--- src/rtl/tl_arb_2to1.sv ---
// tl_arb_2to1: round-robin 2:1 TileLink-style arbiter with in-order response steering.
module tl_arb_2to1 #(
    parameter int A_W   = 53,
    parameter int D_W   = 43,
    parameter int DEPTH = 4
) (
    input  logic                     clk,
    input  logic                     rst_n,
    input  logic                     m0_a_valid,
    input  logic                     m1_a_valid,
    output logic                     m0_a_ready,
    output logic                     m1_a_ready,
    input  logic [A_W-1:0]           m0_a_channel,
    input  logic [A_W-1:0]           m1_a_channel,
    output logic                     m0_d_valid,
    output logic                     m1_d_valid,
    input  logic                     m0_d_ready,
    input  logic                     m1_d_ready,
    output logic [D_W-1:0]           m0_d_channel,
    output logic [D_W-1:0]           m1_d_channel,
    output logic                     m0_d_error,
    output logic                     m1_d_error,
    output logic                     s_a_valid,
    input  logic                     s_a_ready,
    output logic [A_W-1:0]           s_a_channel,
    input  logic                     s_d_valid,
    output logic                     s_d_ready,
    input  logic [D_W-1:0]           s_d_channel,
    input  logic                     s_d_error,
    input  logic                     backpressureslave,
    output logic [$clog2(DEPTH):0]   outstanding,
    output logic                     unexpected_d
);
    localparam int PW = $clog2(DEPTH);
    localparam int CW = PW + 1;
    typedef enum logic {IDLE, LOCKED} state_t;
    state_t state, state_nx;
    logic ptr, grant, pick, sel, sel_v, full, allow, hs, empty, head, pop;
    logic [PW-1:0] wp, rp;
    logic [DEPTH-1:0] ids;
    always_comb begin
        pick = (m0_a_valid & m1_a_valid) ? ptr : m1_a_valid;
        sel = (state == LOCKED) ? grant : pick;
        sel_v = sel ? m1_a_valid : m0_a_valid;
        full = outstanding == CW'(DEPTH);
        allow = rst_n & ~full & ~backpressureslave;
        s_a_valid = sel_v & allow;
        s_a_channel = sel ? m1_a_channel : m0_a_channel;
        m0_a_ready = ~sel & s_a_ready & allow;
        m1_a_ready = sel & s_a_ready & allow;
        hs = s_a_valid & s_a_ready;
        state_nx = hs ? IDLE : (sel_v ? LOCKED : state);
        empty = outstanding == '0;
        head = ids[rp];
        // An empty FIFO still accepts D beats so a stray response cannot wedge the slave.
        s_d_ready = rst_n & (empty | (head ? m1_d_ready : m0_d_ready));
        m0_d_valid = s_d_valid & ~empty & ~head;
        m1_d_valid = s_d_valid & ~empty & head;
        m0_d_channel = m0_d_valid ? s_d_channel : '0;
        m1_d_channel = m1_d_valid ? s_d_channel : '0;
        m0_d_error = m0_d_valid & s_d_error;
        m1_d_error = m1_d_valid & s_d_error;
        pop = s_d_valid & s_d_ready & ~empty;
    end
    always_ff @(posedge clk or negedge rst_n) begin
        if (!rst_n) begin
            state <= IDLE;
            grant <= 1'b0;
            ptr <= 1'b0;
            wp <= '0;
            rp <= '0;
            outstanding <= '0;
            unexpected_d <= 1'b0;
        end else begin
            state <= state_nx;
            if (state == IDLE) grant <= pick;
            if (hs) ptr <= ~sel;
            if (hs) wp <= wp + PW'(1);
            if (pop) rp <= rp + PW'(1);
            outstanding <= outstanding + CW'(hs) - CW'(pop);
            if (s_d_valid & empty) unexpected_d <= 1'b1;
        end
    end
    always_ff @(posedge clk) begin
        if (hs) ids[wp] <= sel;
    end
endmodule

--- config.mk ---
export PLATFORM = sky130hd
export DESIGN_NAME = tl_arb_2to1
export DESIGN_NICKNAME = d
export VERILOG_FILES = /design/src/rtl/tl_arb_2to1.sv
export SDC_FILE = /design/constraint.sdc
export NUM_CORES = 1
export LEC_CHECK = 0
export CORE_AREA = 2 2 121 123
export CTS_BUF_LIST = sky130_fd_sc_hd__clkbuf_2 sky130_fd_sc_hd__clkbuf_4 sky130_fd_sc_hd__clkbuf_8
export CTS_CLUSTER_SIZE = 28
export DETAILED_ROUTE_END_ITERATION = 10
export DIE_AREA = 0 0 123 125
export GPL_TIMING_DRIVEN = 0
export SYNTH_ARGS = -nofsm -noshare
export SYNTH_HDL_FRONTEND = slang
export SYNTH_SLANG_ARGS = --single-unit
--- constraint.sdc ---
create_clock -name clk -period 5.15 [get_ports clk]
set_input_delay 1.03 -clock clk [delete_from_list [all_inputs] [get_ports clk]]
set_output_delay 1.03 -clock clk [all_outputs]
set_load 0.005 [all_outputs]
==> results.py, run 1 <==
metrics = {
    "run_status": {
        "status": "complete, no violations",
    },
    "yosys": {
        "syn_inst": 284,
        "async_flop_share": 0.733,
        "syn_area_sq_mm": 0.00211,
        "syn_nets": 450,
        "yosys.area.top_type": "mux2_2",
        "synth_seq_cells": 15,
        "synth_edf_count": 4,
        "synthTopCellsByArea": "mux2_2, nor2_1, dfrtp_1",
        "syn_area_per_cell_sq_um": 7.44,
        "yosys_warnings": 0,
        "netlist_top_cells_count": "nor2_1, mux2_2, nand2_1, dfrtp_1, buf_4",
        "yosys_most_used_dff": "dfrtp_1",
        "seq_area_frac_synth": 0.187,
        "yosysMostFrequentCell": "nor2_1",
        "synth_top_area_share": 0.288,
        "ys_types": 34,
    },
    "hold_path": {
        "hp-class": "reg2reg",
    },
    "layout": {
        "postLayoutCellArea_sq_mm": 0.00548,
        "antennaDiodeCount": 0,
        "layout-drive-gt1-share": 0.134,
        "area.growth.synth_to_final_pct": 160,
        "nNetsFinal": 764,
    },
    "route": {
        "routed_wl_mm": 12.1,
        "via_per_inst": 4.11,
        "antenna_left": 0,
        "drt_pass1_iterations": 4,
        "vias": 3209,
        "drt_iter0_markers": 85,
        "drt-wirelength-per-cell_um": 15.5,
        "drc": 0,
    },
    "worst_setup_path": {
        "crit_path_max_fanout": 10,
        "slowest_delay_ns": 0.51,
        "endpoint_kind": "primary output",
        "crit_required_ns": 4.12,
        "critPathKind": "in2out",
        "cp_cell_sequence": "clkdlybuf4s50_1, nor2b_1, o21ai_1, buf_4, buf_4, mux2_2, clkdlybuf4s50_1",
        "cp_slowest_cell": "clkdlybuf4s50_1",
        "critPathLaunchType": "primary input",
        "cp.arrival_ns": 3.13,
    },
    "place": {
        "portBuffers": 309,
        "gp_congestion": 0.889,
        "place_area_sq_mm": 0.00544,
        "dp_hpwl_mm": 11.0,
        "place_ws_ns": 0.934,
    },
    "global_routing": {
        "grt_max_degree": 15,
        "overflow": 0,
        "grt_first_pass_wirelength_mm": 17.3,
        "antenna_found_initial": 0,
        "track_usage": 0.147,
        "first_global_vias": 3297,
    },
    "floorplanning": {
        "die_w_um": 123,
        "die_height_um": 125,
        "ios": 310,
        "fp.coreArea_sq_mm": 0.0142,
        "rows": 44,
        "start_util": 0.149,
        "fp.dieArea_sq_mm": 0.0154,
    },
    "job": {
        "maxCapViolations": 0,
    },
    "timing": {
        "setup_viol": 0,
        "tns_ns": 0,
        "fin_worst_skew_ns": 0.00444,
        "rsz0062_at_grt": "false",
        "timing.hold.ws_ns": 0.507,
        "tightest_slew_ns": 0.616,
        "drv_slew": 0,
        "fin_ws_ns": 0.989,
        "min_period_ns": 4.16,
        "fmax_mhz": 240,
        "finalHoldViolCount": 0,
        "slew_headroom": 0.588,
        "finalCritPeriodShare": 0.808,
    },
    "clock_network": {
        "cts_buffers": 3,
        "post-cts-setup-buffer-count": 0,
        "clk_latency_ns": 0.25,
        "cts_tree": "done",
        "post_cts.resized_instances": 0,
        "root_buffer": "clkbuf_8",
        "cts.sinks": 15,
        "cts_max_level": 1,
        "clock_path_buffers": 2,
        "holdBufCountCts": 0,
        "clk_pin_slew_ns": 0.06,
    },
    "pwr": {
        "peakVddDrop_mv": 0.140,
        "p_leak_nw": 2.15,
        "total_power_mw": 1.85,
        "power_density_mw_per_mm2": 337,
    },
}
final cells by class:
| cell class | instances | area (sq um) |
|---|---|---|
| flip-flops and latches | 15 | 395 |
| multi-input cells | 241 | 1540 |
| fillers | 1481 | 8720 |
| inverters | 8 | 30.0 |
| well taps | 184 | 230 |
| plain buffers | 20 | 146 |
| repair buffers | 309 | 3090 |
| clock buffers | 4 | 48.8 |
metrics by stage:
stage,std cells,utilization
floorplan,284,-
global route,781,0.386
global placement,777,0.383
detailed placement,777,0.383
finish,781,0.386
CTS,781,0.386
flip-flops by register name, summed over array words and instances, names as in the netlist:
name,count
unexpected_d,1
ids,4
outstanding,3
grant,1
ptr,1
rp,2
state,1
wp,2
power by group:
group / leakage [nW] / internal [mW] / switching, mW
sequential: 0.162 / 0.168 / 0.0489
clock: 0.0262 / 0.0600 / 0.0394
combinational: 1.96 / 0.927 / 0.605
total: 2.15 / 1.16 / 0.693
cells by family (layout without fill, tap and decap cells):
family          count (synthesis)  count (layout)  synth area share
simple gates                  157             157             0.304
mux                            61              61             0.323
buf+inv                        28             341            0.0835
flops                          15              15             0.187
compound gates                 12              12            0.0403
fa+ha+maj                       7               7            0.0450
xor+xnor                        4               4            0.0166
path summary, 6_finish.rpt:
check,from,endpoint,slack (ns),cells past startpoint
worst max-delay path,m0_a_valid,s_a_channel[39],0.99,7
worst min-delay path,unexpected_d$_DFFE_PN0P_,unexpected_d$_DFFE_PN0P_,0.51,1
worst max register to register,rp[1]$_DFFE_PN0P_,outstanding[2]$_DFF_PN0_,2.62,11
worst min register to register,unexpected_d$_DFFE_PN0P_,unexpected_d$_DFFE_PN0P_,0.51,1
max in group asynchronous,rst_n,wp[0]$_DFFE_PN0P_,3.58,1
min in group asynchronous,rst_n,unexpected_d$_DFFE_PN0P_,1.17,1
critical path, delay by kind of cell:
| kind | cells | cell delay (ns) |
|---|---|---|
| simple gates | 1 | 0.16 |
| buf+inv | 4 | 1.42 |
| compound gates | 1 | 0.17 |
| mux | 1 | 0.34 |
cell usage in the layout, fill, tap and decap left out, types with 5 or more instances in the layout:
cell,n
buf_4,10
inv_1,8
and2_1,5
clkdlybuf4s50_1,309
nand2_1,49
mux2_2,54
nor2b_1,5
dfrtp_1,11
ha_1,6
nor2_1,92
mux2i_1,6
metal layers:
| layer | vias up | track usage | wire [um] |
|---|---|---|---|
| met2 | 210 | 0.299 | 6500 |
| met4 | 0 | 0.0575 | 443 |
| met3 | 22 | 0.0575 | 1510 |
| met5 | - | 0 | 0 |
| met1 | 1436 | 0.121 | 3660 |
| li1 | 1541 | - | - |
(Power assumes the default switching activity.)
==> run 2: changes to the inputs <==
Settings changed: CORE_AREA 2 2 121 123 to 2 2 120 122, DIE_AREA 0 0 123 125 to 0 0 122 124.
Clock period 5.15 ns to 3.75 ns, I/O delays scaled along.
==> results.py, run 2 (synthesis gave the netlist of run 1 again) <==
metrics = {
    "layout": {
        "mostFrequentLayoutCell": "clkdlybuf4s50_1",
        "fillers": 1397,
        "layout-drive-gt1-share": 0.134,
        "most-common-layout-cells": "clkdlybuf4s50_1, nor2_1, mux2_2, nand2_1, dfrtp_1",
        "nNetsFinal": 764,
        "largest_register_ffs": 4,
        "top_regs": "ids (4), outstanding (3)",
        "antennaDiodeCount": 0,
        "regMostFlops": "ids",
        "area.growth.synth_to_final_pct": 159,
        "finalNonFillerCells": 777,
        "regArea_sq_um": 395,
        "multi_input_area_sq_mm": 0.00154,
    },
    "hold_path": {
        "hold_depth": 1,
        "hp-class": "reg2reg",
    },
    "worst_setup_path": {
        "r2r-start": "rp[1]$_DFFE_PN0P_",
        "worst_path_most_repeated_cell": "clkdlybuf4s50_1",
        "r2r-end": "outstanding[2]$_DFF_PN0_",
        "critical_path_buf_inv_count": 4,
        "reg2reg_slack_ns": 1.15,
        "cp.arrival_ns": 2.85,
        "path_depth": 7,
        "r2r_cells": 11,
        "crit_family": "buffers and inverters",
        "critPathKind": "in2out",
        "cp_slowest_cell": "clkdlybuf4s50_1",
        "crit_required_ns": 3.00,
        "cp_cell_sequence": "clkdlybuf4s50_1, o31a_1, buf_2, clkbuf_1, nand2_1, nor2_1, clkdlybuf4s50_1",
        "slowest_delay_ns": 0.54,
        "crit_end": "m1_d_channel[31]",
        "crit_path_max_fanout": 10,
        "critical_path.startpoint": "s_d_valid",
        "endpoint_kind": "primary output",
        "critPathLaunchType": "primary input",
    },
    "pwr": {
        "peakVddDrop_mv": 0.180,
        "power_density_mw_per_mm2": 463,
        "total_power_mw": 2.54,
        "p_leak_nw": 2.15,
    },
    "place": {
        "gp_congestion": 0.863,
        "place_ws_ns": -0.0519,
        "portBuffers": 309,
        "dp_hpwl_mm": 10.8,
        "dp_cells": 773,
    },
    "clock_network": {
        "clock_path_buffers": 2,
        "cts_max_level": 1,
        "cts.sinks": 15,
        "cts_buffers": 3,
        "post-cts-setup-buffer-count": 0,
        "clk_latency_ns": 0.25,
        "clk_pin_slew_ns": 0.06,
        "post_cts.resized_instances": 0,
        "cts_tree": "done",
        "root_buffer": "clkbuf_8",
        "holdBufCountCts": 0,
    },
    "route": {
        "via_per_inst": 4.16,
        "drt_iter0_markers": 47,
        "drt-wirelength-per-cell_um": 15.4,
        "routed_wl_mm": 12.0,
        "drt_pass1_iterations": 5,
        "antenna_left": 0,
        "drc": 0,
        "vias": 3234,
    },
    "job": {
        "maxCapViolations": 0,
    },
    "run_status": {
        "status": "complete, no violations",
    },
    "floorplanning": {
        "die_w_um": 122,
        "start_util": 0.154,
        "ios": 310,
        "rows": 43,
        "fp.dieArea_sq_mm": 0.0151,
        "fp.coreArea_sq_mm": 0.0137,
        "die_height_um": 124,
    },
    "global_routing": {
        "antenna_found_initial": 0,
        "grt_max_degree": 15,
        "track_usage": 0.142,
        "grt_first_pass_wirelength_mm": 16.7,
        "first_global_vias": 3274,
        "overflow": 0,
    },
    "timing": {
        "fmax_mhz": 277,
        "rsz0062_at_grt": "false",
        "tightest_slew_ns": 0.614,
        "fin_worst_skew_ns": 0.00950,
        "finalCritPeriodShare": 0.961,
        "min_period_ns": 3.60,
        "drv_slew": 0,
        "finalHoldViolCount": 0,
        "slew_headroom": 0.589,
        "setup_viol": 0,
        "tns_ns": 0,
        "fin_ws_ns": 0.146,
    },
}
## run 2: metal layers
layer / global-route usage / share of wire
met1: 0.121 / 0.31
met2: 0.302 / 0.55
met3: 0.0549 / 0.13
met4: 0.0366 / 0.015
met5: 0 / 0
## run 2: worst reg2reg max path, cell delays in order (launching register included)
cell     delay [ns]
dfrtp_1        0.43
mux2i_1        0.34
mux2i_1        0.17
mux2i_1        0.28
nor2_1         0.09
ha_1           0.27
inv_1          0.06
ha_1           0.13
inv_1          0.05
fa_1           0.38
xnor2_1        0.15
xnor2_1        0.13
## run 2: worst min-delay path by stage
stage                                  start                  endpoint  slack [ns]
finish              unexpected_d$_DFFE_PN0P_  unexpected_d$_DFFE_PN0P_        0.49
global route        unexpected_d$_DFFE_PN0P_  unexpected_d$_DFFE_PN0P_        0.51
floorplan                              rst_n           grant$_DFF_PN0_        0.45
detailed placement  unexpected_d$_DFFE_PN0P_  unexpected_d$_DFFE_PN0P_        0.49
CTS                 unexpected_d$_DFFE_PN0P_  unexpected_d$_DFFE_PN0P_        0.50
global placement    unexpected_d$_DFFE_PN0P_  unexpected_d$_DFFE_PN0P_        0.46
## run 2: cell type report
class,instances,area share
timing repair buffer,309,0.565
multi-input combinational,241,0.281
sequential,15,0.0722
tap,180,0.0411
buffer,20,0.0267
clock buffer,3,0.00754
inverter,8,0.00548
clock inverter,1,0.000914
## run 2: power breakdown
| group | internal (mW) | switching, mW | total [mW] |
|---|---|---|---|
| logic | 1.27 | 0.833 | 2.11 |
| registers | 0.231 | 0.0669 | 0.298 |
| clock network | 0.0736 | 0.0591 | 0.133 |
| total | 1.58 | 0.959 | 2.54 |
## run 2: metrics by stage
| stage | area, sq um | util | hold WS [ns] |
|---|---|---|---|
| detailed placement | 5430 | 0.396 | 0.492 |
| global placement | 5430 | 0.396 | 0.464 |
| global route | 5480 | 0.399 | 0.506 |
| CTS | 5480 | 0.399 | 0.504 |
| floorplan | 2110 | - | 0.454 |
| finish | 5480 | 0.399 | 0.493 |
